`config.mk`:
```
export PLATFORM = sky130hd
export DESIGN_NAME = fifo4_16bit
export DESIGN_NICKNAME = d
export VERILOG_FILES = /design/src/rtl/fifo4_16bit.sv
export SDC_FILE = /design/constraint.sdc
export NUM_CORES = 1
export LEC_CHECK = 0
export ABC_AREA = 1
export CAP_MARGIN = 5
export CELL_PAD_IN_SITES_DETAIL_PLACEMENT = 0
export CELL_PAD_IN_SITES_GLOBAL_PLACEMENT = 2
export CORE_AREA = 3 3 135 104
export CTS_BUF_LIST = sky130_fd_sc_hd__clkbuf_4
export CTS_CLUSTER_DIAMETER = 100
export DETAILED_ROUTE_END_ITERATION = 10
export DIE_AREA = 0 0 138 107
export GPL_ROUTABILITY_DRIVEN = 0
export HOLD_SLACK_MARGIN = 0.03
export PLACE_DENSITY_LB_ADDON = 0.1
export SETUP_SLACK_MARGIN = 0.2
export SYNTH_ARGS = -nofsm -noshare
export SYNTH_HDL_FRONTEND = slang
export SYNTH_SLANG_ARGS = --single-unit
```
`constraint.sdc`:
```
create_clock -name clk -period 3.1 [get_ports clk]
set_input_delay 0.775 -clock clk [delete_from_list [all_inputs] [get_ports clk]]
set_output_delay 0.775 -clock clk [all_outputs]
set_load 0.02 [all_outputs]
```
`src/rtl/fifo4_16bit.sv`:
```
// ---------------------------------------------------------------------------
// fifo4_16bit -- 4-entry x 16-bit first-word-fall-through FIFO
//
// Storage is four 16-bit registers. A 2-bit write pointer (wp) and a 2-bit
// read pointer (rp) address them. A separate 3-bit count register tracks the
// fill level. The head entry is selected by rp through a 4:1 word mux. The
// output is forced to zero while the FIFO is empty.
//
// Ports
//   clk       in   1   single clock, all state updates on its rising edge
//   reset     in   1   synchronous active-high reset
//   in        in  16   write data word
//   push      in   1   write request for 'in'
//   pop       in   1   read request, consumes the word currently on 'out'
//   out       out 16   head-of-queue word (first-word-fall-through)
//   full      out  1   4 words stored
//   empty     out  1   0 words stored
//   count     out  3   number of stored words, 0..4
//   overflow  out  1   sticky flag, set by a push rejected while full
//
// This file also contains Mux4way16bit, the 4:1 x 16-bit word mux that
// drives the head word.
// ---------------------------------------------------------------------------

// ---------------------------------------------------------------------------
// Mux4way16bit -- 4:1 multiplexer of 16-bit words
//
// Ports
//   select  in   2   selects inA (0), inB (1), inC (2) or inD (3)
//   inA..D  in  16   candidate words
//   out     out 16   selected word
// ---------------------------------------------------------------------------
module Mux4way16bit (
  input  logic [1:0]  select,
  input  logic [15:0] inA,
  input  logic [15:0] inB,
  input  logic [15:0] inC,
  input  logic [15:0] inD,
  output logic [15:0] out
);

  always_comb begin
    // NOTE: every signal written in an always_comb block gets a value on
    // every path. A missing default or a missing case arm infers a latch.
    out = inA;
    unique case (select)
      2'd0:    out = inA;
      2'd1:    out = inB;
      2'd2:    out = inC;
      2'd3:    out = inD;
      default: out = inA;
    endcase
  end

endmodule

module fifo4_16bit (
  input  logic        clk,
  input  logic        reset,
  input  logic [15:0] in,
  input  logic        push,
  input  logic        pop,
  output logic [15:0] out,
  output logic        full,
  output logic        empty,
  output logic [2:0]  count,
  output logic        overflow
);

  localparam int unsigned DEPTH = 4;

  // -------------------------------------------------------------------------
  // State registers and their next-state values
  // -------------------------------------------------------------------------
  logic [15:0] mem_q [DEPTH];
  logic [15:0] mem_d [DEPTH];
  logic [1:0]  wp_q, wp_d;
  logic [1:0]  rp_q, rp_d;
  logic [2:0]  count_q, count_d;
  logic        overflow_q, overflow_d;

  logic        push_ok;
  logic        pop_ok;
  logic [15:0] head_word;

  // Flags come from the count register only. Because of this, in, push and
  // pop never reach full, empty or count through combinational logic.
  assign full  = (count_q == 3'd4);
  assign empty = (count_q == 3'd0);

  // A push is accepted while full only if a pop frees a slot in the same
  // cycle. When the FIFO is full, wp equals rp, so the new word lands in the
  // slot that the pop releases.
  assign push_ok = push && (!full || pop);

  // A pop on an empty FIFO is dropped. This includes a simultaneous push and
  // pop while empty: the push is accepted and the pop is ignored.
  assign pop_ok  = pop && !empty;

  // -------------------------------------------------------------------------
  // Next-state logic
  // -------------------------------------------------------------------------
  always_comb begin
    // NOTE: combinational blocks use blocking '='. Registers are updated
    // only in always_ff with non-blocking '<=', so every process sees
    // consistent values at a clock edge.
    mem_d      = mem_q;
    wp_d       = wp_q;
    rp_d       = rp_q;
    count_d    = count_q;
    overflow_d = overflow_q;

    if (push_ok) begin
      mem_d[wp_q] = in;
      wp_d        = wp_q + 2'd1;   // 2-bit add wraps 3 -> 0
    end

    // The popped entry keeps its value; only the read pointer moves.
    if (pop_ok) begin
      rp_d = rp_q + 2'd1;
    end

    unique case ({push_ok, pop_ok})
      2'b10:   count_d = count_q + 3'd1;
      2'b01:   count_d = count_q - 3'd1;
      default: count_d = count_q;
    endcase

    // Sticky: only reset clears it.
    if (push && full && !pop) begin
      overflow_d = 1'b1;
    end
  end

  // -------------------------------------------------------------------------
  // State register
  // -------------------------------------------------------------------------
  always_ff @(posedge clk) begin
    if (reset) begin
      // NOTE: the storage array is cleared on reset here. Stale words must
      // never become observable after a mid-operation reset. Storage arrays
      // that do not need this are normally left unreset so they map to RAM.
      for (int i = 0; i < DEPTH; i++) begin
        mem_q[i] <= 16'h0000;
      end
      wp_q       <= 2'd0;
      rp_q       <= 2'd0;
      count_q    <= 3'd0;
      overflow_q <= 1'b0;
    end else begin
      mem_q      <= mem_d;
      wp_q       <= wp_d;
      rp_q       <= rp_d;
      count_q    <= count_d;
      overflow_q <= overflow_d;
    end
  end

  // -------------------------------------------------------------------------
  // Output path
  // -------------------------------------------------------------------------
  Mux4way16bit u_head_mux (
    .select (rp_q),
    .inA    (mem_q[0]),
    .inB    (mem_q[1]),
    .inC    (mem_q[2]),
    .inD    (mem_q[3]),
    .out    (head_word)
  );

  // Entries keep their data after being popped. Because of that, the head
  // word is masked while empty instead of relying on the entry contents.
  assign out      = empty ? 16'h0000 : head_word;
  assign count    = count_q;
  assign overflow = overflow_q;

endmodule

```
# [Word level (Yosys, flattened, before mapping)]
# Cells that the tools add are included.
[classes] n_addsub=4 magnitude_cmp=2 eq_ne=6 mux=6 bitwise=1 n_reduce_logical=12
[ops] cell="bitwise mux 64 bit" count=1
[ops] cell="one-hot mux 16 bit (4 select lines)" count=1
[ops] cell="demux 16 bit (select 2 bit)" count=1
[ops] cell="2-to-1 mux 16 bit" count=2
[ops] cell="equality test 2 bit (second input constant)" count=3
[ops] cell="one-hot mux 3 bit (2 select lines)" count=1
[ops] cell="logical AND 1 bit" count=5
[ops] cell="adder 2 x 1 -> 2 bit (second input constant)" count=2
[ops] cell="equality test 2 x 1 -> 1 bit (second input constant)" count=2
[ops] cell="adder 3 x 1 -> 3 bit (second input constant)" count=1
[ops] cell="equality test 3 bit (second input constant)" count=1
[ops] cell=">= comparator 3 bit (second input constant)" count=1
[ops] cell="zero test 1 bit" count=3
[ops] cell="zero test 3 bit" count=1
[ops] cell="less-than comparator 3 x 1 -> 1 bit (second input constant)" count=1
[ops] cell="inverter 2 -> 3 bit" count=1
[ops] cell="subtractor 3 x 1 -> 3 bit (second input constant)" count=1
[ops] cell="zero test 2 bit" count=1
[ops] cell="nonzero test 2 bit" count=1
[ops] cell="logical OR 1 bit" count=1
[word_totals] ff_bits=72 input_bits=20 output_inout_bits=22 elab_cells=39

# [Logic depth before layout (Yosys ltp)]
[logic_depth] word_depth=6 mapped_depth=12 ltp_nobuf=12

# [By module]
# A second synthesis with hierarchy kept.
[hier_totals] hier_cells=689 area_unflattened_um2=4274.1
[by_module_without_submodules] mod="fifo4_16bit" n_inst=1 cells_each=595 area_each_um2=3749.8 seq_area_each_um2=1441.4
[by_module_without_submodules] mod="Mux4way16bit" n_inst=1 cells_each=94 area_each_um2=524.3 seq_area_each_um2=0.0

# [Worst setup path before layout]
# No wires, ideal clock.
[synth_path] kind="input-to-reg" from="input port pop" to="register count_q[2], in the netlist count[2]" setup_ps=113 t_arrival_ps=2274 required_ps=2987 setup_slack_ps=713 stages=12 n_path_buf=1 path_cell_list="inv_1 nand3_2 buf_6 nand2_1 ha_1 inv_1 fa_1 or2_2 nand2_1 nand2_1 nand2_1 nor2_1"
[synth_via] elab_chain_len=4 elab_cells_between_ends=7 cone_classes="eq/ne: 2; mux: 1; reduce/logical: 4"
[synth_lines] item="start, declared" line_no="62" text="input logic pop,"
[synth_lines] item="logical OR 1 bit" line_no="94" text="assign push_ok = push && (!full || pop);"
[synth_lines] item="logical AND 1 bit" line_no="94"
[synth_lines] item="equality test 2 x 1 -> 1 bit / equality test 2 bit (equally long branches)" line_no="123" text="unique case ({push_ok, pop_ok})"
[synth_lines] item="one-hot mux 3 bit (2 select lines) / nonzero test 2 bit (equally long branches)"
[synth_lines] item="end signal, assigned" line_no="154" text="count_q <= count_d;"
[synth_lines] item="end, declared" line_no="79" text="logic [2:0] count_q, count_d;"
# Several ways; a longest one is shown, not always the timed one.
# A chain may end at the register's enable or synchronous reset.

# [Final worst setup path]
[layout_path] from="register rp_q[0]" to="output port out[15]"
[layout_via] elab_chain_len=3 elab_cells_between_ends=6 cone_classes="eq/ne: 3; mux: 2; reduce/logical: 1"
[layout_lines] item="start, declared" line_no="78" text="logic [1:0] rp_q, rp_d;"
[layout_lines] item="start signal, assigned" line_no="153" text="rp_q <= rp_d;"
[layout_lines] item="equality test 2 bit (tied with other cells)" line_no="46" text="unique case (select)"
[layout_lines] item="one-hot mux 16 bit (4 select lines) (*)" line_no="46"
[layout_lines] item="2-to-1 mux 16 bit (*)" line_no="173" text="assign out = empty ? 16'h0000 : head_word;"
[layout_lines] item="end, declared" line_no="63" text="output logic [15:0] out,"
# Every way passes the cells marked *; elsewhere a longest branch is shown, timed or not.

==> flow_summary_export.csv <==
group,metric,value,unit
run_status,status,"complete, no violations",
clock_tree,cts.path.max_buffers,2,
clock_tree,ctsHoldBuffers,0,
final_layout,layout_common_cells,"166 x nand2_1, 158 x inv_1, 74 x nor2_1, 72 x dfxtp_1, 64 x nand4_1",
logic_synthesis,muxShareOfSynthArea,0,
final_layout,final_layout_size_suffix_gt1_frac,0.0809,
logic_synthesis,synthSimpleGateAreaFrac,0.331,
logic_synthesis,synth_nets,687,
clock_tree,cts_max_level,3,
final_layout,final_cell_area,4770,um^2
clock_tree,cts_setup_buffers,0,
power_and_ir_drop,power_frac_seq,0.334,
global_route,grt_pass1_vias,3780,
clock_tree,cts_tree,"built",
route,dr.pass1.iters,4,
global_route,antenna_found_initial,0,
route,wl_met1,6620,um
final_layout,area.sequential,1440,um^2
floorplan,die_height,107,um
route,wl,13200,um
sta,drv_slew,0,
clock_tree,clk_latency,0.44,ns
route,vias,3861,
floorplan,die_w,138,um
final_layout,antennaDiodeCount,0,
sta,clock.fmax,365,MHz
sta,slew_headroom,0.485,
final_layout,final_common_cell,"nand2_1",
sta,worst_slew_pin_slew,0.773,ns
sta,rsz0062_at_grt,"no",
sta,layout_min_cycle_time,2.74,ns
logic_synthesis,synth_compound_area_frac,0.0758,
placed_design,dpl_cell_area,4650,um^2
logic_synthesis,synthXorXnorAreaFrac,0,
sta,setup_violations,0,
logic_synthesis,yosys.area_share.adder,0.0324,
worst_setup_path,rrSetupSlack,0.88,ns
power_and_ir_drop,switchingPower,1.35,mW
power_and_ir_drop,power.total,3.28,mW
route,route.met2.wl,5630,um
clock_tree,cts-root-buf,"clkbuf_4",
logic_synthesis,syn-instance-count,657,
power_and_ir_drop,swShare,0.412,
final_layout,fill_cells,1486,
logic_synthesis,yosysTopAreaCell,"dfxtp_1",
final_layout,fin_nets,717,
placed_design,place_hpwl,8650,um
logic_synthesis,yosysUniqueCellTypes,20,
route,drt-initial-drc-count,223,
route,vias_per_cell,4.47,
run,cap_violations,0,
logic_synthesis,yosys_warnings,0,
floorplan,die-area,14800,um^2
worst_setup_path,startpoint,"rp_q[0]",
route,drt.antenna.violating_nets,0,
sta,skew,0.0123,ns
sta,fin_setup_tns,0,ns
placed_design,port_buffers,41,
power_and_ir_drop,clockPowerShare,0.236,
logic_synthesis,synth_area_per_cell,6.23,um^2
logic_synthesis,synth_top_family_by_area,"simple AND/OR/NAND/NOR gates",
worst_setup_path,r2r.worst_path.cells,13,
sta,finalHoldViolations,0,
floorplan,rows,36,
logic_synthesis,synth-seq-cells,72,
global_route,overflow,0,
worst_setup_path,critPathCapture,"out[15]",
logic_synthesis,netlist_area,4090,um^2
clock_tree,cts_resized,19,
final_layout,multiInputGateArea,1800,um^2
logic_synthesis,synthTopCellsByArea,"dfxtp_1 35%, nand2_1 15%, inv_1 15%, nand4_1 9.8%, nor2_1 6.8%",
clock_tree,cts.sinks,72,
global_route,grt_max_degree,70,
worst_setup_path,crit_arrival,1.97,ns
hold_path,hold_path_class,"flip-flop to flip-flop",
clock_tree,cts_buffers,9,
power_and_ir_drop,peakVddDrop,0.466,mV
worst_setup_path,r2r_end,"count[2]",
logic_synthesis,synth_top_area_frac,0.352,
sta,whs,0.465,ns
route,drt-wirelength-per-cell,15.3,um
power_and_ir_drop,pwr-share-comb,0.430,
floorplan,ios,42,
route,drc,0,
global_route,grt_pass1_wl,21400,um
worst_setup_path,start_kind,"flip-flop",
route,routed.top_layer,"met4",
worst_setup_path,cp_max_fo,5,
sta,fin_crit_sh,0.885,
worst_setup_path,worstPathRequired,2.32,ns
power_and_ir_drop,power_leakage,2.34,nW
route,wl_met3,843,um
global_route,grt_use_total,0.185,
floorplan,coreArea,12900,um^2
clock_tree,clk_pin_slew,0.12,ns
logic_synthesis,seq_area_frac_synth,0.352,
final_layout,area_delta_synth_final,16.4,%
power_and_ir_drop,internal_power,1.93,mW
floorplan,start_util,0.318,
power_and_ir_drop,power_density,687,nW/um^2
worst_setup_path,worstReg2RegStart,"count[1]",
worst_setup_path,endpoint_kind,"primary output",
worst_setup_path,crit_type,"flip-flop to primary output",
## worst max-delay path, cell delays in order (launching register included)
cell and delay [ns]:
dfxtp_1 0.39, inv_1 0.09, ha_1 0.23, inv_2 0.13
buf_4 0.14, o21ai_0 0.07, a31oi_1 0.16, clkdlybuf4s15_1 0.32
## kinds of logic after synthesis
| kind of cell | Yosys count |
|---|---|
| buffers and inverters | 204 |
| flip-flops | 72 |
| AND/OR/NAND/NOR | 313 |
| adder cells (fa/ha/maj) | 10 |
| AO/OA/AOI/OAI | 58 |
## power groups by stage
stage | registers, mW | logic (mW) | clock network [mW]
after floorplan | 1.11 | 0.861 | 0
final | 1.10 | 1.41 | 0.773
after global routing | 1.11 | 1.57 | 0.833
after detailed placement | 1.12 | 1.52 | 0
after global placement | 1.12 | 1.51 | 0
after CTS | 1.10 | 1.45 | 0.802
## layer usage
metal / global-route usage / up-vias
met5: 0 / -
met1: 0.264 / 1706
li1: - / 2055
met2: 0.286 / 94
met4: 0.0409 / 0
met3: 0.0397 / 6
## synth_stat cells (all sizes together)
library cell    n
o21ai          22
nand2         166
a21oi          20
nand3           6
or2             1
nor2           75
nand4          64
ha              9
a31oi          16
dfxtp          72
nor3            1
clkbuf         16
fa              1
buf            28
inv           160
## area by class of cell
class / count / share of cell area
Sequential cell: 72 / 0.302
Clock inverter: 6 / 0.0226
Clock buffer: 10 / 0.0157
Multi-Input combinational cell: 381 / 0.377
Timing Repair Buffer: 63 / 0.112
Tap cell: 171 / 0.0449
Inverter: 160 / 0.126
## stage by stage
step                      setup slack (ns)  utilization  instances
final                                0.358        0.370        863
after global routing                 0.213        0.370        863
after CTS                            0.192        0.373        863
after detailed placement             0.334        0.361        847
after global placement               0.347        0.361        847
after floorplan                      0.713            -        657
## worst min-delay path by stage
stage	from	depth (start not counted)	endpoint
after floorplan	mem_q[48]	4	mem_q[48]
after global placement	overflow	2	overflow
after detailed placement	overflow	2	overflow
after CTS	overflow	2	overflow
after global routing	overflow	2	overflow
final	overflow	2	overflow
## sequential cells by signal, indices dropped and copies added, names as in the netlist
register	flops
wp_q	2
count	3
mem_q	64
overflow	1
rp_q	2
No activity file was read; power rests on OpenSTA's default activity.
